`config.mk`:
```
export PLATFORM = sky130hd
export DESIGN_NAME = instr_loader
export DESIGN_NICKNAME = d
export VERILOG_FILES = /design/src/rtl/instr_loader.sv
export SDC_FILE = /design/constraint.sdc
export NUM_CORES = 1
export LEC_CHECK = 0
export ABC_CLOCK_PERIOD_IN_PS = 6100
export BUFFER_PORTS_ARGS = -buffer_cell sky130_fd_sc_hd__buf_2
export CORE_ASPECT_RATIO = 0.7
export CORE_MARGIN = 10
export CORE_UTILIZATION = 45
export DETAILED_ROUTE_END_ITERATION = 12
export PLACE_DENSITY = 0.77
export SLEW_MARGIN = 40
export SYNTH_ARGS = -nofsm -noshare
export SYNTH_HDL_FRONTEND = slang
export SYNTH_SLANG_ARGS = --single-unit
export TNS_END_PERCENT = 1
```
`constraint.sdc`:
```
create_clock -name clk -period 6.1 [get_ports clk]
set_input_delay 0.305 -clock clk [delete_from_list [all_inputs] [get_ports clk]]
set_output_delay 0.305 -clock clk [all_outputs]
set_load 0.05 [all_outputs]
```
`src/rtl/instr_loader.sv`:
```
// Boot loader: receives a word-count header and instruction words over a
// byte link, writes them to instruction memory and holds the CPU meanwhile.
module instr_loader #(
  parameter int inst_SIZE = 16,
  parameter int PC_SIZE   = 13
) (
  input  logic                 clk,
  input  logic                 rst,
  input  logic                 rx_valid,
  input  logic [7:0]           rx_data,
  output logic                 rx_ready,
  input  logic                 reload,
  output logic                 imem_we,
  output logic [PC_SIZE-1:0]   imem_addr,
  output logic [inst_SIZE-1:0] imem_wdata,
  output logic                 cpu_hold,
  output logic                 done,
  output logic                 err
);

  typedef enum logic [2:0] {
    CNT_HI,
    CNT_LO,
    DATA_HI,
    DATA_LO,
    WRITE,
    DONE,
    ERR
  } state_t;

  localparam logic [16:0] CAP = 17'(1) << PC_SIZE;

  state_t           state;
  logic [15:0]      count;
  logic [PC_SIZE:0] wcnt;
  logic [15:0]      cnt_nxt;
  logic [PC_SIZE:0] wcnt_inc;

  assign cnt_nxt  = {count[15:8], rx_data};
  assign wcnt_inc = wcnt + {{PC_SIZE{1'b0}}, 1'b1};

  assign rx_ready = (state == CNT_HI) || (state == CNT_LO) ||
                    (state == DATA_HI) || (state == DATA_LO);
  assign imem_we  = (state == WRITE);
  assign cpu_hold = (state != DONE);
  assign done     = (state == DONE);
  assign err      = (state == ERR);

  always_ff @(posedge clk) begin
    if (rst) begin
      state      <= CNT_HI;
      count      <= '0;
      wcnt       <= '0;
      imem_addr  <= '0;
      imem_wdata <= '0;
    end else begin
      unique case (state)
        CNT_HI: if (rx_valid) begin
          count <= {rx_data, 8'h00};
          state <= CNT_LO;
        end
        CNT_LO: if (rx_valid) begin
          count <= cnt_nxt;
          if (cnt_nxt == 16'h0000) begin
            state <= DONE;
          end else if ({1'b0, cnt_nxt} > CAP) begin
            state <= ERR;
          end else begin
            imem_addr <= '0;
            wcnt      <= '0;
            state     <= DATA_HI;
          end
        end
        DATA_HI: if (rx_valid) begin
          imem_wdata[15:8] <= rx_data;
          state            <= DATA_LO;
        end
        DATA_LO: if (rx_valid) begin
          imem_wdata[7:0] <= rx_data;
          state           <= WRITE;
        end
        WRITE: begin
          wcnt <= wcnt_inc;
          // wide counter ends the load, so a full memory never wraps the address
          if (16'(wcnt_inc) == count) begin
            state <= DONE;
          end else begin
            imem_addr <= imem_addr + {{(PC_SIZE-1){1'b0}}, 1'b1};
            state     <= DATA_HI;
          end
        end
        DONE, ERR: if (reload) begin
          count     <= '0;
          wcnt      <= '0;
          imem_addr <= '0;
          state     <= CNT_HI;
        end
        default: state <= CNT_HI;
      endcase
    end
  end

endmodule

```
# Word-level counts from Yosys, hierarchy flattened
# Cells that the tools add are included.
# Widths: inputs -> output; s select.
[op_classes] n_shift=0 div_mod_pow=0 eq_ne=16 addsub=2 muxes=24 n_lt_le_gt_ge=1 n_reduce_logical=16 bitwise_logic=1 mul=0
[op_table] op="$mux 13" n=5
[op_table] op="$mux 14" n=4
[op_table] op="$pmux 16 s3" n=1
[op_table] op="$pmux 14 s3" n=1
[op_table] op="$pmux 13 s3" n=1
[op_table] op="$mux 16" n=2
[op_table] op="$mux 3" n=8
[op_table] op="$pmux 3 s6" n=1
[op_table] op="$eq 14x16->1" n=1
[op_table] op="$gt 16x14->1 const B" n=1
[op_table] op="$logic_not 16->1" n=1
[op_table] op="$ne 2x2->1 const B" n=8
[op_table] op="$add 14x1->14 const B" n=1
[op_table] op="$add 13x1->13 const B" n=1
[op_table] op="$reduce_and 5->1" n=2
[op_table] op="$eq 3x3->1 const B" n=3
[op_table] op="$mux 8" n=1
[op_table] op="$reduce_and 4->1" n=2
[op_table] op="$eq 3x2->1 const B" n=2
[op_table] op="$reduce_and 6->1" n=1
[op_table] op="$reduce_bool 3->1" n=2
[op_table] op="$reduce_and 2->1" n=2
[op_table] op="$eq 3x1->1 const B" n=1
[op_table] op="$logic_not 3->1" n=1
[op_table] op="5 further kinds" n=7
[totals] ram_bits=0 out_inout_bits=34 mem_bits_ro=0 word_cells=67 input_bits=12 register_bits=62 memories=0 latchBits=0

# Logic depth before layout (Yosys ltp)
[logic_depth] word_depth=5 mapped_depth=11 depth_no_buf=8

# Least setup slack after synthesis
# Ideal clock, no wire load.
[synth_path] path_kind="flip-flop to flip-flop" startpoint="reg state[2]" endpoint="reg wcnt[12]" setup_time_ns=0.091 required_time_ns=6.009 stages_incl_launch_ff=9 n_path_buf=2 synth_period_minus_slack_ns=2.541 arrival_ns=2.450 setup_slack_ns=3.559 cell_sequence="dfxtp_1 clkbuf_1 inv_1 nor2_1 nand2_1 inv_1 clkbuf_1 o21ai_0 a311oi_1"
[synth_between] elab_cells_between_ends=12 classes_between="8 x eq/ne; 1 x mux; 3 x reduce/logical"
[synth_rtl] element="start, declared" line_no="33" text="state_t state;"
[synth_rtl] element="start signal, assigned" line_no="51" text="state <= CNT_HI;"
[synth_rtl] element="start signal, assigned" line_no="60" text="state <= CNT_LO;"
[synth_rtl] element="start signal, assigned" line_no="65" text="state <= DONE;"
[synth_rtl] element="$eq 3x3->1 (*)"
[synth_rtl] element="named net imem_we" line_no="13" text="output logic imem_we,"
[synth_rtl] element="$reduce_bool 3->1 (no source line)"
[synth_rtl] element="$reduce_and 5->1 (no source line)"
[synth_rtl] element="end signal, assigned" line_no="83" text="wcnt <= wcnt_inc;"
[synth_rtl] element="end, declared" line_no="35" text="logic [PC_SIZE:0] wcnt;"
# Mark *: on every way through the listed nets, which the timed path passes. The rest lies on a longest branch.
# A chain may end at the register's enable or synchronous reset.

# Worst setup path after layout
[layout_path] startpoint="reg wcnt[0]" endpoint="reg imem_addr[0]"
[layout_between] elab_chain_cells=4
[layout_lines] element="$add 14x1->14" line_no="40" text="assign wcnt_inc = wcnt + {{PC_SIZE{1'b0}}, 1'b1};"
[layout_lines] element="$eq 14x16->1" line_no="85" text="if (16'(wcnt_inc) == count) begin"
[layout_lines] element="$ne 2x2->1 (no source line)"
[layout_lines] element="$reduce_and 6->1 (no source line)"
[layout_lines] element="end signal, assigned" line_no="88" text="imem_addr <= imem_addr + {{(PC_SIZE-1){1'b0}}, 1'b1};"
[layout_lines] element="end, declared" line_no="14" text="output logic [PC_SIZE-1:0] imem_addr,"
# No other way between the ends.

==> flow_summary.yaml <==
run_status:
  status: "completed"
final_layout:
  syn_to_final_growth_pct: 13.8
  antenna-diode-count: 0
  num-fill-cells: 695
  finish.utilization: 0.527
  drive_gt1_frac: 0.168
  final_nets: 473
drt:
  wl_per_cell_um: 16.9
  first_pass_iters: 5
  routed_wl_um: 9480
  viasPerCell: 5.94
  drc_errors: 0
  drt-initial-drc-count: 279
  vias: 3341
  ant_nets: 0
floorplanning:
  start_util: 0.463
  coreArea_sq_um: 7290
  dieArea_sq_um: 11400
  rows: 26
  ios: 46
  die-width_um: 124
  fp.dieH_um: 92.5
logic_synthesis:
  synth_warnings: 0
  syn_area_sq_um: 3380
  syn_inst: 432
  syn_nets: 446
  async_reset_ff_frac: 0
  synth.distinct_cells: 61
  syn_area_per_cell_sq_um: 7.81
  synth-edff-count: 0
  ys_seq_elements: 62
  synth_flop_cell: "dfxtp_1"
  ys_seq_area_frac: 0.368
global_route:
  grt_max_degree: 60
  globalRouteOverflowTotal: 0
  grt_pass1_vias: 3094
  antenna_found_initial: 0
  grt_pass1_wl_um: 15300
  grtUsageTotal: 0.165
worst_setup_path:
  arrival_ps: 3170
  rrSetupSlack_ps: 3180
  reg2regPathDepth: 8
  crit_type: "register to register"
  r2r-start: "wcnt[0]"
  end_kind: "register"
  timing.rr.end: "imem_addr[0]"
  cp-start-kind: "register"
  worst-path-max-fanout: 14
  worstPathRequired_ps: 6350
  setup.worst_path.end: "imem_addr[0]"
  crit_start: "wcnt[0]"
clock_network:
  cts_tree: "yes"
  cts_inserted_buffers: 9
  cts_setup_buffers: 0
  clkLatencyLatePin_ps: 360
  cts_root_buf: "clkbuf_8"
  post_cts_resized: 0
  clkTransAtPathRegs_ps: 70
  clk_path_buf_depth: 2
  cts_sinks: 62
  hold_buffers: 0
  htreeDepth: 3
power_and_ir_drop:
  p_per_area_nw_per_um2: 259
  irDropWorstVdd_uv: 169
  p_leak_nw: 1.40
timing:
  totalNegativeSetupSlack_ps: 0
  finalCritPeriodShare: 0.479
  skew_ps: 9.41
  setup_violations: 0
  fin_crit_ps: 2920
  slew_headroom: 0.553
  rsz0062_at_grt: "no"
  worst_pin_slew_ps: 669
  drv_slew: 0
  hold_viol_final: 0
  max_freq_ghz: 0.343
worst_hold_path:
  hold_path_class: "primary input to register"
place:
  port_buffers: 45
  place.gp.congestion: 0.867
  hpwlAfterDp_um: 6470
run:
  drv_cap: 0
-- state kept, by name, summed over array words and instances, names as in the netlist --
| register | cells |
|---|---|
| wcnt | 14 |
| state | 3 |
| imem_addr | 13 |
| imem_wdata | 16 |
| count | 16 |
-- stage by stage --
step / power [W] / instance area (sq um) / setup slack (ps) / std cells / hold slack, ps
6_report: 0.000994 / 3840 / 3180 / 562 / 239
5_1_grt: 0.00103 / 3840 / 2820 / 562 / 243
4_1_cts: 0.000996 / 3830 / 3060 / 562 / 221
3_5_place_dp: 0.000544 / 3580 / 3110 / 546 / 449
3_3_place_gp: 0.000541 / 3580 / 3230 / 546 / 440
2_1_floorplan: 0.000515 / 3380 / 3560 / 432 / 441
-- cell usage in the layout (no fill, tap or decap), types with 2 or more instances in the layout --
cell       count
dfxtp_1       62
nand2_1       60
a21oi_1       54
buf_2         44
nor2_1        38
o21ai_0       18
nand3_1       17
xnor2_1       11
clkbuf_8      10
and3_1         9
nor4b_1        9
inv_1          8
a31oi_1        8
nor4_1         7
nand4_1        7
nand2b_1       6
nor3_1         6
or3_1          6
xor2_1         6
or4_1          6
o31ai_1        6
a311oi_1       5
and2_1         5
and4_1         3
o22a_2         3
a211oi_1       3
or4b_1         3
bufinv_16      3
nor2b_1        2
or2_2          2
o211ai_1       2
o22a_1         2
nand3b_1       2
ha_1           2
buf_4          2
-- final cells by class --
cell class	count	area, sq um	share of cell area
Sequential cell	62	1240	0.323
Clock inverter	5	106	0.0277
Multi-Input combinational cell	332	1960	0.511
Inverter	8	30.0	0.00782
Tap cell	98	123	0.0319
Timing Repair Buffer	46	235	0.0612
Clock buffer	11	141	0.0368
-- worst max-delay path, stage by stage, from the launching register on --
cell	delay [ps]
dfxtp_1	450
ha_1	370
nand3_1	230
or3_1	490
nor2_1	130
o211ai_1	210
nor3_4	520
nor3_1	120
mux2_2	290
-- cell usage after synthesis (6+ instances only) --
cell type	number	area [sq um]
a21oi_1	54	270
a31oi_1	8	50.1
and3_1	9	56.3
clkbuf_1	18	67.6
dfxtp_1	62	1240
inv_1	8	30.0
nand2_1	60	225
nand2b_1	6	37.5
nand3_1	17	85.1
nand4_1	7	43.8
nor2_1	38	143
nor3_1	6	30.0
nor4_1	7	43.8
nor4b_1	9	78.8
o21ai_0	18	90.1
o31ai_1	6	45.0
or3_1	6	37.5
or4_1	6	45.0
xnor2_1	11	96.3
xor2_1	6	52.6
-- power by group --
group	internal [W]	switching, W
Combinational	0.0000336	0.0000726
Clock	0.000283	0.000172
Sequential	0.000415	0.0000172
-- worst min path at each step --
stage | start | cells past startpoint | slack [ps] | endpoint
after floorplan | rx_data[2] | 2 | 440 | imem_wdata[10]
final | rx_data[0] | 3 | 240 | imem_wdata[0]
after CTS | rx_data[1] | 3 | 220 | imem_wdata[9]
after global placement | imem_wdata[5] | 2 | 440 | imem_wdata[5]
after global routing | rx_data[0] | 3 | 240 | imem_wdata[0]
after detailed placement | imem_wdata[4] | 2 | 450 | imem_wdata[4]
-- per-layer routing --
metal	track usage	wire length, um
met5	0	0
met1	0.217	4500
met4	0.0513	110
met3	0.0576	772
met2	0.246	4100
-- kinds of logic (layout without fill, tap and decap cells) --
logic type,count (synthesis),after routing,synth area share
buf+inv,38,70,0.0549
flops,62,62,0.368
simple gates,196,196,0.305
compound gates,116,116,0.217
xor+xnor,17,17,0.0441
fa+ha+maj,2,2,0.00741
mux,1,1,0.00334
No activity file was read; power rests on OpenSTA's default activity.
